## src/rtl/neuron_learn_seq.sv

```systemverilog
// neuron_learn_seq: sequential neuron with one MAC per cycle, clip activation,
// optional delta-rule weight update and back-propagated upstream targets.
// Weights are seeded from a Galois LFSR after reset and can be host-written in IDLE.
// Optional feature: define NEURON_LEARN_BIAS_EN to add a learnable bias register
// (written via wr_idx == N, exposed on bias_o, updated in an extra UPD cycle).
module neuron_learn_seq #(
  parameter int          N        = 4,
  parameter int          IN_W     = 8,
  parameter int          W_W      = 16,
  parameter int          FRAC     = 12,
  parameter int          LR_SHIFT = 2,
  parameter logic [15:0] SEED     = 16'hACE1
) (
  input  logic                          clk,
  input  logic                          rst_n,
  input  logic                          in_valid_i,
  output logic                          in_ready_o,
  input  logic                          learn_i,
  input  logic [N*IN_W-1:0]             in_i,
  input  logic [IN_W-1:0]               expected_out_i,
  input  logic signed [W_W-1:0]         act_min_i,
  input  logic signed [W_W-1:0]         act_max_i,
  input  logic                          wr_en_i,
  input  logic [$clog2(N+1)-1:0]        wr_idx_i,
  input  logic signed [W_W-1:0]         wr_data_i,
  output logic                          out_valid_o,
  input  logic                          out_ready_i,
  output logic [IN_W-1:0]               out_o,
  output logic [N*IN_W-1:0]             expected_in_o,
  output logic [N*W_W-1:0]              weights_o,
  output logic                          busy_o
`ifdef NEURON_LEARN_BIAS_EN
  ,
  output logic signed [W_W-1:0]         bias_o
`endif
);

  localparam int IDX_W = $clog2(N+1);
  localparam int ACC_W = IN_W + W_W + $clog2(N) + 1;
  // Common working width for activation and update arithmetic; wide enough
  // that no intermediate sum or product can wrap before saturation.
  localparam int XW    = IN_W + W_W + $clog2(N) + 4;

  localparam logic [IDX_W-1:0] N_IDX    = IDX_W'(N);
  localparam logic [IDX_W-1:0] FWD_LAST = IDX_W'(N-1);
`ifdef NEURON_LEARN_BIAS_EN
  localparam logic [IDX_W-1:0] UPD_LAST = IDX_W'(N);
`else
  localparam logic [IDX_W-1:0] UPD_LAST = IDX_W'(N-1);
`endif

  localparam logic [2:0] S_INIT = 3'd0;
  localparam logic [2:0] S_IDLE = 3'd1;
  localparam logic [2:0] S_FWD  = 3'd2;
  localparam logic [2:0] S_ACT  = 3'd3;
  localparam logic [2:0] S_UPD  = 3'd4;
  localparam logic [2:0] S_DONE = 3'd5;

  // Unsigned saturation to IN_W bits.
  function automatic logic [IN_W-1:0] sat_u(input logic signed [XW-1:0] v);
    if (v[XW-1])              return '0;
    else if (|v[XW-2:IN_W])   return '1;
    else                      return v[IN_W-1:0];
  endfunction

  // Signed saturation to W_W bits.
  function automatic logic signed [W_W-1:0] sat_s(input logic signed [XW-1:0] v);
    if (!v[XW-1] && (|v[XW-2:W_W-1]))      return {1'b0, {(W_W-1){1'b1}}};
    else if (v[XW-1] && !(&v[XW-2:W_W-1])) return {1'b1, {(W_W-1){1'b0}}};
    else                                   return v[W_W-1:0];
  endfunction

  // Galois step for x^16+x^14+x^13+x^11+1.
  function automatic logic [15:0] lfsr_step(input logic [15:0] s);
    return s[0] ? ((s >> 1) ^ 16'hB400) : (s >> 1);
  endfunction

  logic [2:0]              state_q, state_d;
  logic [IDX_W-1:0]        idx_q, idx_d;
  logic [15:0]             lfsr_q, lfsr_d;
  logic [N*W_W-1:0]        w_q, w_d;
  logic signed [ACC_W-1:0] acc_q, acc_d;
  logic [N*IN_W-1:0]       in_q, in_d;
  logic [N*IN_W-1:0]       ein_q, ein_d;
  logic [IN_W-1:0]         eo_q, eo_d;
  logic [IN_W-1:0]         out_q, out_d;
  logic                    learn_q, learn_d;
  logic signed [W_W-1:0]   amin_q, amin_d, amax_q, amax_d;
  logic                    ov_q, ov_d;
`ifdef NEURON_LEARN_BIAS_EN
  logic signed [W_W-1:0]   bias_q, bias_d;
`endif

  logic [IDX_W-1:0]        ui;
  logic signed [XW-1:0]    in_x, w_x, err_x, a_x, min_x, max_x, c_x;
  logic signed [ACC_W-1:0] mac_n;
  logic [IN_W-1:0]         out_n, ein_n;
  logic signed [W_W-1:0]   w_n;
`ifdef NEURON_LEARN_BIAS_EN
  logic signed [W_W-1:0]   bias_n;
`endif

  // Datapath: MAC term, clipped activation and per-element update values.
  always_comb begin
    ui    = (idx_q < N_IDX) ? idx_q : '0;
    in_x  = $signed(XW'(in_q[ui*IN_W +: IN_W]));
    w_x   = XW'($signed(w_q[ui*W_W +: W_W]));
    err_x = $signed(XW'(eo_q)) - $signed(XW'(out_q));
    mac_n = acc_q + ACC_W'(in_x * w_x);
    a_x   = XW'(acc_q) >>> IN_W;
`ifdef NEURON_LEARN_BIAS_EN
    a_x   = a_x + XW'(bias_q);
`endif
    min_x = XW'(amin_q);
    max_x = XW'(amax_q);
    if (max_x < min_x)     c_x = min_x;
    else if (a_x < min_x)  c_x = min_x;
    else if (a_x > max_x)  c_x = max_x;
    else                   c_x = a_x;
    out_n = sat_u((c_x - min_x) >>> (FRAC-IN_W));
    ein_n = sat_u(in_x + ((err_x * w_x) >>> (FRAC+LR_SHIFT)));
    w_n   = sat_s(w_x + ((err_x * in_x) >>> (2*IN_W-FRAC+LR_SHIFT)));
`ifdef NEURON_LEARN_BIAS_EN
    bias_n = sat_s(XW'(bias_q) + ((err_x <<< (FRAC-IN_W)) >>> LR_SHIFT));
`endif
  end

  // Sequencer: next-state for FSM, weights, accumulator and result registers.
  always_comb begin
    state_d = state_q;
    idx_d   = idx_q;
    lfsr_d  = lfsr_q;
    w_d     = w_q;
    acc_d   = acc_q;
    in_d    = in_q;
    ein_d   = ein_q;
    eo_d    = eo_q;
    out_d   = out_q;
    learn_d = learn_q;
    amin_d  = amin_q;
    amax_d  = amax_q;
    ov_d    = ov_q;
`ifdef NEURON_LEARN_BIAS_EN
    bias_d  = bias_q;
`endif
    case (state_q)
      S_INIT: begin
        w_d[idx_q*W_W +: W_W] = $signed(lfsr_q[W_W-1:0]) >>> 3;
        lfsr_d = lfsr_step(lfsr_q);
`ifdef NEURON_LEARN_BIAS_EN
        bias_d = '0;
`endif
        if (idx_q == FWD_LAST) begin
          idx_d   = '0;
          state_d = S_IDLE;
        end else begin
          idx_d = idx_q + 1'b1;
        end
      end
      S_IDLE: begin
        // Host write lands before an accept in the same cycle.
        if (wr_en_i) begin
          if (wr_idx_i < N_IDX) w_d[wr_idx_i*W_W +: W_W] = wr_data_i;
`ifdef NEURON_LEARN_BIAS_EN
          else if (wr_idx_i == N_IDX) bias_d = wr_data_i;
`endif
        end
        if (in_valid_i) begin
          in_d    = in_i;
          eo_d    = expected_out_i;
          learn_d = learn_i;
          amin_d  = act_min_i;
          amax_d  = act_max_i;
          acc_d   = '0;
          idx_d   = '0;
          state_d = S_FWD;
        end
      end
      S_FWD: begin
        acc_d = mac_n;
        if (idx_q == FWD_LAST) begin
          idx_d   = '0;
          state_d = S_ACT;
        end else begin
          idx_d = idx_q + 1'b1;
        end
      end
      S_ACT: begin
        out_d = out_n;
        idx_d = '0;
        if (learn_q) begin
          state_d = S_UPD;
        end else begin
          ein_d   = in_q;
          state_d = S_DONE;
        end
      end
      S_UPD: begin
        // Both updates read the pre-update weight of the same element.
        if (idx_q < N_IDX) begin
          ein_d[ui*IN_W +: IN_W] = ein_n;
          w_d[ui*W_W +: W_W]     = w_n;
        end
`ifdef NEURON_LEARN_BIAS_EN
        else begin
          bias_d = bias_n;
        end
`endif
        if (idx_q == UPD_LAST) begin
          idx_d   = '0;
          state_d = S_DONE;
        end else begin
          idx_d = idx_q + 1'b1;
        end
      end
      S_DONE: begin
        if (!ov_q) begin
          ov_d = 1'b1;
        end else if (out_ready_i) begin
          ov_d    = 1'b0;
          state_d = S_IDLE;
        end
      end
      default: state_d = S_INIT;
    endcase
  end

  // State, weights and visible results; reset reseeds and clears everything.
  always_ff @(posedge clk) begin
    if (!rst_n) begin
      state_q <= S_INIT;
      idx_q   <= '0;
      lfsr_q  <= SEED;
      w_q     <= '0;
      acc_q   <= '0;
      ein_q   <= '0;
      out_q   <= '0;
      ov_q    <= 1'b0;
`ifdef NEURON_LEARN_BIAS_EN
      bias_q  <= '0;
`endif
    end else begin
      state_q <= state_d;
      idx_q   <= idx_d;
      lfsr_q  <= lfsr_d;
      w_q     <= w_d;
      acc_q   <= acc_d;
      ein_q   <= ein_d;
      out_q   <= out_d;
      ov_q    <= ov_d;
`ifdef NEURON_LEARN_BIAS_EN
      bias_q  <= bias_d;
`endif
    end
  end

  // Accepted-transaction operands; only meaningful after an accept.
  always_ff @(posedge clk) begin
    in_q    <= in_d;
    eo_q    <= eo_d;
    learn_q <= learn_d;
    amin_q  <= amin_d;
    amax_q  <= amax_d;
  end

  assign in_ready_o    = (state_q == S_IDLE);
  assign busy_o        = (state_q != S_IDLE);
  assign out_valid_o   = ov_q;
  assign out_o         = out_q;
  assign expected_in_o = ein_q;
  assign weights_o     = w_q;
`ifdef NEURON_LEARN_BIAS_EN
  assign bias_o        = bias_q;
`endif

endmodule

```

## config.mk

```make
export PLATFORM = sky130hd
export DESIGN_NAME = neuron_learn_seq
export DESIGN_NICKNAME = d
export VERILOG_FILES = /design/src/rtl/neuron_learn_seq.sv
export SDC_FILE = /design/constraint.sdc
export NUM_CORES = 2
export LEC_CHECK = 0
export ABC_AREA = 1
export CAP_MARGIN = 20
export CORE_MARGIN = 2
export CORE_UTILIZATION = 43
export DETAILED_ROUTE_END_ITERATION = 8
export GPL_ROUTABILITY_DRIVEN = 0
export SLEW_MARGIN = 20
export SYNTH_ARGS = -nofsm -noshare
export SYNTH_HDL_FRONTEND = slang
export SYNTH_SLANG_ARGS = --single-unit
```

## constraint.sdc

```tcl
create_clock -name clk -period 11.5 [get_ports clk]
set_clock_uncertainty 0.05 [all_clocks]
set_input_delay 2.3 -clock clk [delete_from_list [all_inputs] [get_ports clk]]
set_output_delay 2.3 -clock clk [all_outputs]
set_load 0.05 [all_outputs]
```

* Word level (Yosys, flattened, before mapping)
Cells that the tools add are included.
** Word-level totals
- Memories :: 0
- Memory bits (read-only) :: 0
- Bits in latches :: 0
- Bits of input ports :: 97
- Bits in writable memories :: 0
- Logic and storage cells :: 116
- Output and inout port bits :: 107
- Register bits :: 227
** Cells by class
- Div/mod/pow operators :: 0
- $lt $le $gt $ge :: 5
- Multiply operators :: 3
- Shifts and indexed selects :: 10
- Mux-type cells :: 37
- Bitwise logic cells :: 1
- $add $sub $neg :: 10
- Reductions and logical operators :: 20
- Equal/unequal tests :: 17
** Operators by type and width (number)
- bitwise mux 64 bit :: 3
- 2-to-1 mux 64 bit :: 3
- one-hot mux 64 bit (3 select lines) :: 1
- variable shift 16 x 34 -> 64 bit, first input constant :: 3
- variable part select 16 x 34 -> 64 bit :: 3
- negator 7 -> 34 bit :: 3
- 2-to-1 mux 30 bit :: 3
- 2-to-1 mux 32 bit :: 2
- one-hot mux 32 bit (2 select lines) :: 1
- variable part select 64 x 8 -> 16 bit :: 1
- one-hot mux 27 bit (2 select lines) :: 1
- multiplier 9 x 16 -> 25 bit :: 2
- 2-to-1 mux 16 bit :: 3
- negator 6 -> 34 bit :: 1
- variable shift 8 x 34 -> 32 bit, first input constant :: 1
- variable part select 8 x 34 -> 32 bit :: 1
- bitwise mux 32 bit :: 1
- 2-to-1 mux 8 bit :: 4
- variable part select 32 x 7 -> 8 bit :: 1
- subtractor 30 x 16 -> 30 bit :: 1
- adder 27 x 25 -> 27 bit :: 1
- 2-to-1 mux 27 bit :: 1
- 2-to-1 mux 3 bit :: 9
- OR reduction 21 bit :: 1
- other kinds (32) :: 52

* Logic depth before layout (Yosys ltp)
- Depth after elaboration :: 14
- Mapped depth :: 53
- Mapped depth without buffers :: 52

* Worst setup path after synthesis
No wires, ideal clock.
- Kind :: register -> register
- Start :: register out_q[1] (netlist: out_o[1])
- End :: register ein_q[28] (netlist: expected_in_o[28])
- Path buffers :: 0
- Arrival time :: 8654 ps
- Library setup time :: 118 ps
- Setup slack :: 2678 ps
- Cell stages (with the launch flop) :: 50
- Required time :: 11332 ps
- Clock period less this slack :: 8822 ps
- Cell sequence :: dfxtp_1 > inv_1 > ha_1 > nand2_1 > nor2_1 > a211oi_1 > inv_1 > nand2_1 > nand2_1 > a21oi_1 > or2_2 > nand2_1 > a21oi_1 > inv_1 > or2_2 > nand2_1 > clkinv_1 > nand2_1 > [14 not listed] > inv_1 > ha_1 > nand2_1 > o21ai_0 > a21oi_1 > o21bai_1 > nand2_1 > nand2_1 > a21oi_1 > nor2_1 > nand2_1 > xor2_1 > a21oi_4 > nand3_2 > nand4_1 > nor2_1 > nor2_1 > nor2_1
** Between the ends
- Word-level cells in the longest chain between the ends :: 10
** Ends and longest elaborated chain
- start: declaration :: line 86 : logic [IN_W-1:0] out_q, out_d;
- start signal: assignment :: line 249 : out_q <= out_d;
- subtractor 8 x 8 -> 9 bit * :: line 108 : err_x = $signed(XW'(eo_q)) - $signed(XW'(out_q));
- multiplier 9 x 16 -> 25 bit * :: line 121 : ein_n = sat_u(in_x + ((err_x * w_x) >>> (FRAC+LR_SHIFT)));
- adder 9 x 11 -> 12 bit * :: line 121
- OR reduction 21 bit :: line 62 : else if (|v[XW-2:IN_W]) return '1;
- 2-to-1 mux 8 bit :: line 62
- 2-to-1 mux 8 bit * :: line 61 : if (v[XW-1]) return '0;
- variable part select 8 x 34 -> 32 bit * :: line 201 : ein_d[ui*IN_W +: IN_W] = ein_n;
- bitwise mux 32 bit * :: line 201
- 2-to-1 mux 32 bit * :: line 200 : if (idx_q < N_IDX) begin
- one-hot mux 32 bit (2 select lines) * :: line 146 : case (state_q)
- end signal: assignment :: line 248 : ein_q <= ein_d;
- end: declaration :: line 84 : logic [N*IN_W-1:0] ein_q, ein_d;
Every way passes the cells marked *; elsewhere a longest branch is shown, timed or not. The select of a mux whose other input is x is not followed.
A chain may end at the register's enable or synchronous reset.

* Worst setup path after layout
- Start :: register out_q[2] (netlist: out_o[2])
- End :: register ein_q[29] (netlist: expected_in_o[29])
Same word-level chain as after synthesis.

==> metrics.md <==
| Metric | Value |
|---|---|
| Cts bufs inserted | 29 |
| Xor/xnor share of the synthesized area | 2.26% |
| RSZ-0062 raised after global routing | false |
| Max-slew violations | 0 |
| Htree depth | 1 |
| DR vias/cell | ~5.5 |
| Core area | 0.0642 sq mm |
| Actual slew at the worst max-slew pin | around 1.2 ns |
| First-pass GRT wire length | 145 mm |
| Ant. Diodes | 0 |
| # rows | 93 |
| Vias in the first global route | 25,600 |
| Setup Fix Bufs, Post-CTS | 0 |
| Gate Count Post-Synth | 3,728 |
| Arrival time worst endpoint | between 10 and 15 ns |
| Asr flop ratio synth | 0% |
| Max stage delay on crit path | 0.61 ns |
| Synth Area in Simple Gates | between 10% and 20% |
| Post-Syn Area | 0.0278 sq mm |
| Layout cell share with drive strength beyond 1 | 3.79% |
| Yosys warns | 0 |
| EDFF count, synth | 73 |
| Total track usage | 27.8% |
| Crit path max-delay cell type | nand2_1 |
| Synth Area per Inst | about 7.5 sq um |
| Worst hold path type | register to register |
| Die W | between 200 and 300 um |
| Worst path most repeated cell | nor2_1 |
| Pin count of the biggest net entering global routing | 80 |
| Synth Area in Adders | 33.3% |
| Max-cap violations | 0 |
| Crit path time final | 9.93 ns |
| Synth Register Bits | 227 |
| DRT Pass-1 Iters | 8 |
| Post-synthesis sequential area ratio | between 10% and 20% |
| Rel. slew slack | around 19% |
| CP Capture Type | register |
| CTS tree | done |
| Placed Area | 0.0308 sq mm |
| Final std cell area, no fill | 0.0317 sq mm |
| DRT iter0 DRCs | 2,132 |
| Worst endpoint required time | 11.96 ns |
| Status | completed |
| Main combinational cell family by area after synthesis | adder cells |
| Crit path launch type | register |
| GRT Residual Overflow | 0 |
| CTS Hold Bufs | 0 |
| Syn_nets | 4,382 |
| Complex-gate fraction of the synthesized area | 15.7% |
| Root buf cell | clkbuf_16 |
| Wire length per cell | 19.5 um |
| Setup TNS Final | 0 ns |
| Multiplexer area fraction after synthesis | 0% |
| Area Growth Syn to Fin | 14.1% |
| Clk buf depth | 3 |
| Fin crit share | approximately 86% |
| CP Class | register to register |
| Top Ports | 204 |
| Final setup viols | 0 |
| Synth Flop Type | dfxtp_1 |
| Via Count | 25,900 |
| Post-route ant nets | 0 |
| Final nets | about 4,500 |
| Initial antenna violation count | 0 |
| Final hold vios | 0 |
| Clock transition at the registers of the reported paths | 0.06 ns |
| Hpwl dp | 71.6 mm |
| Critical path peak fanout | 25 |
| Post-cts resize count | 0 |
| Routed WL | around 90 mm |
| Clock latency on the worst-skew pair | 0.62 ns |
| Die height | 258 um |
| Starting density of the core | around 43% |
| Die area | 0.0667 sq mm |
| Number of buffers added on ports | 203 |
| Drt drc | 0 |
| Fmax achieved | 0.101 GHz |
| Synth cell types | between 50 and 60 |
| CTS sink cnt | 227 |
==> cells by family (layout without fill, tap and decap cells) <==
family | count (synthesis) | in the layout
adder cells (fa/ha/maj) | 557 | 557
AND/OR/NAND/NOR | 1292 | 1292
flip-flops | 227 | 227
XOR/XNOR | 70 | 70
AO/OA/AOI/OAI | 791 | 791
buffers and inverters | 791 | 963
==> flip-flops by register name (all words and copies together), names as in the netlist <==
register / flops
weights_o: 64
expected_in_o: 32
in_q: 32
acc_q: 27
amax_q: 16
amin_q: 16
lfsr_q: 16
eo_q: 8
out_o: 8
idx_q: 3
state_q: 3
learn_q: 1
out_valid_o: 1
==> cells in the mapped netlist, types with 5 or more instances <==
| library cell | count | area share [%] |
|---|---|---|
| nor4_1 | 9 | 0.20 |
| fa_1 | 307 | 22 |
| buf_2 | 6 | 0.11 |
| a21oi_1 | 373 | 6.7 |
| o211ai_1 | 22 | 0.59 |
| a211oi_1 | 23 | 0.62 |
| buf_1 | 12 | 0.16 |
| nand4_1 | 39 | 0.88 |
| a2111oi_0 | 28 | 0.88 |
| o22ai_1 | 13 | 0.29 |
| nor2_1 | 415 | 5.6 |
| or2_2 | 8 | 0.18 |
| clkinv_1 | 17 | 0.23 |
| nor3_1 | 38 | 0.68 |
| nand3_1 | 75 | 1.3 |
| nand2_1 | 678 | 9.2 |
| dfxtp_1 | 154 | 11 |
| xor2_1 | 42 | 1.3 |
| inv_1 | 633 | 8.5 |
| o21ai_0 | 270 | 4.9 |
| ha_1 | 250 | 11 |
| inv_2 | 9 | 0.12 |
| a31oi_1 | 7 | 0.16 |
| nand3_2 | 11 | 0.40 |
| a22oi_1 | 5 | 0.13 |
| o21bai_1 | 8 | 0.22 |
| nand2_2 | 5 | 0.11 |
| o21ai_1 | 5 | 0.090 |
| clkbuf_1 | 113 | 1.5 |
| xnor2_1 | 26 | 0.82 |
| edfxtp_1 | 73 | 7.9 |
| a221oi_1 | 7 | 0.22 |
==> critical path, delay by kind of cell, from the launching register on <==
| kind | cells | cell delay [ns] |
|---|---|---|
| fa+ha+maj | 8 | 3.58 |
| simple gates | 23 | 2.87 |
| compound gates | 11 | 1.89 |
| buf+inv | 7 | 0.91 |
| flops | 1 | 0.36 |
| xor+xnor | 1 | 0.15 |
==> metrics by stage <==
step | hold slack (ns) | setup slack, ns | utilization (%) | instances
5_1_grt | 0.446 | 0.570 | 49.4 | 4755
2_1_floorplan | 0.387 | 2.68 | - | 3728
3_3_place_gp | 0.400 | 1.63 | 48.0 | 4702
6_report | 0.414 | 1.57 | 49.4 | 4755
3_5_place_dp | 0.407 | 1.72 | 48.0 | 4702
4_1_cts | 0.419 | 1.65 | 49.4 | 4755
==> area by class of cell <==
class	instances	area (sq um)
Inverter	659	2470
Tap cell	855	1070
Sequential cell	227	5280
Fill cell	6539	32500
Clock buffer	36	752
Multi-Input combinational cell	2710	19600
Clock inverter	17	176
Timing Repair Buffer	251	2390
==> per-layer routing <==
metal	global-route usage [%]	wire length, um	part of all wire [%]
met5	0	0	0
met4	8.54	3050	3.3
met3	5.02	7990	8.6
met2	45.6	42400	46
met1	37.4	39100	42
==> worst paths after layout <==
path	from	to	slack [ns]	cells past startpoint
worst max-delay path	out_o[2]	expected_in_o[29]	1.57	50
worst min register to register	acc_q[0]	acc_q[0]	0.41	2
worst max register to register	out_o[2]	expected_in_o[29]	1.57	50
worst min-delay path	acc_q[0]	acc_q[0]	0.41	2
==> cell usage in the layout (no fill, tap or decap), drive strengths merged, types with 26 or more instances in the layout <==
cell           instances
inv                  643
o21ai                276
xnor2                 26
edfxtp                73
clkinv                29
nand2                683
a2111oi               28
xor2                  44
nand4                 39
dfxtp                154
ha                   250
nor2                 419
nor3                  38
clkbuf                36
clkdlybuf4s50        202
buf                   49
nand3                 86
fa                   307
a21oi                375
Power is left out: the tool's default activity adds up to more than one toggle a clock period on the data nets, which glitch-free logic cannot reach.
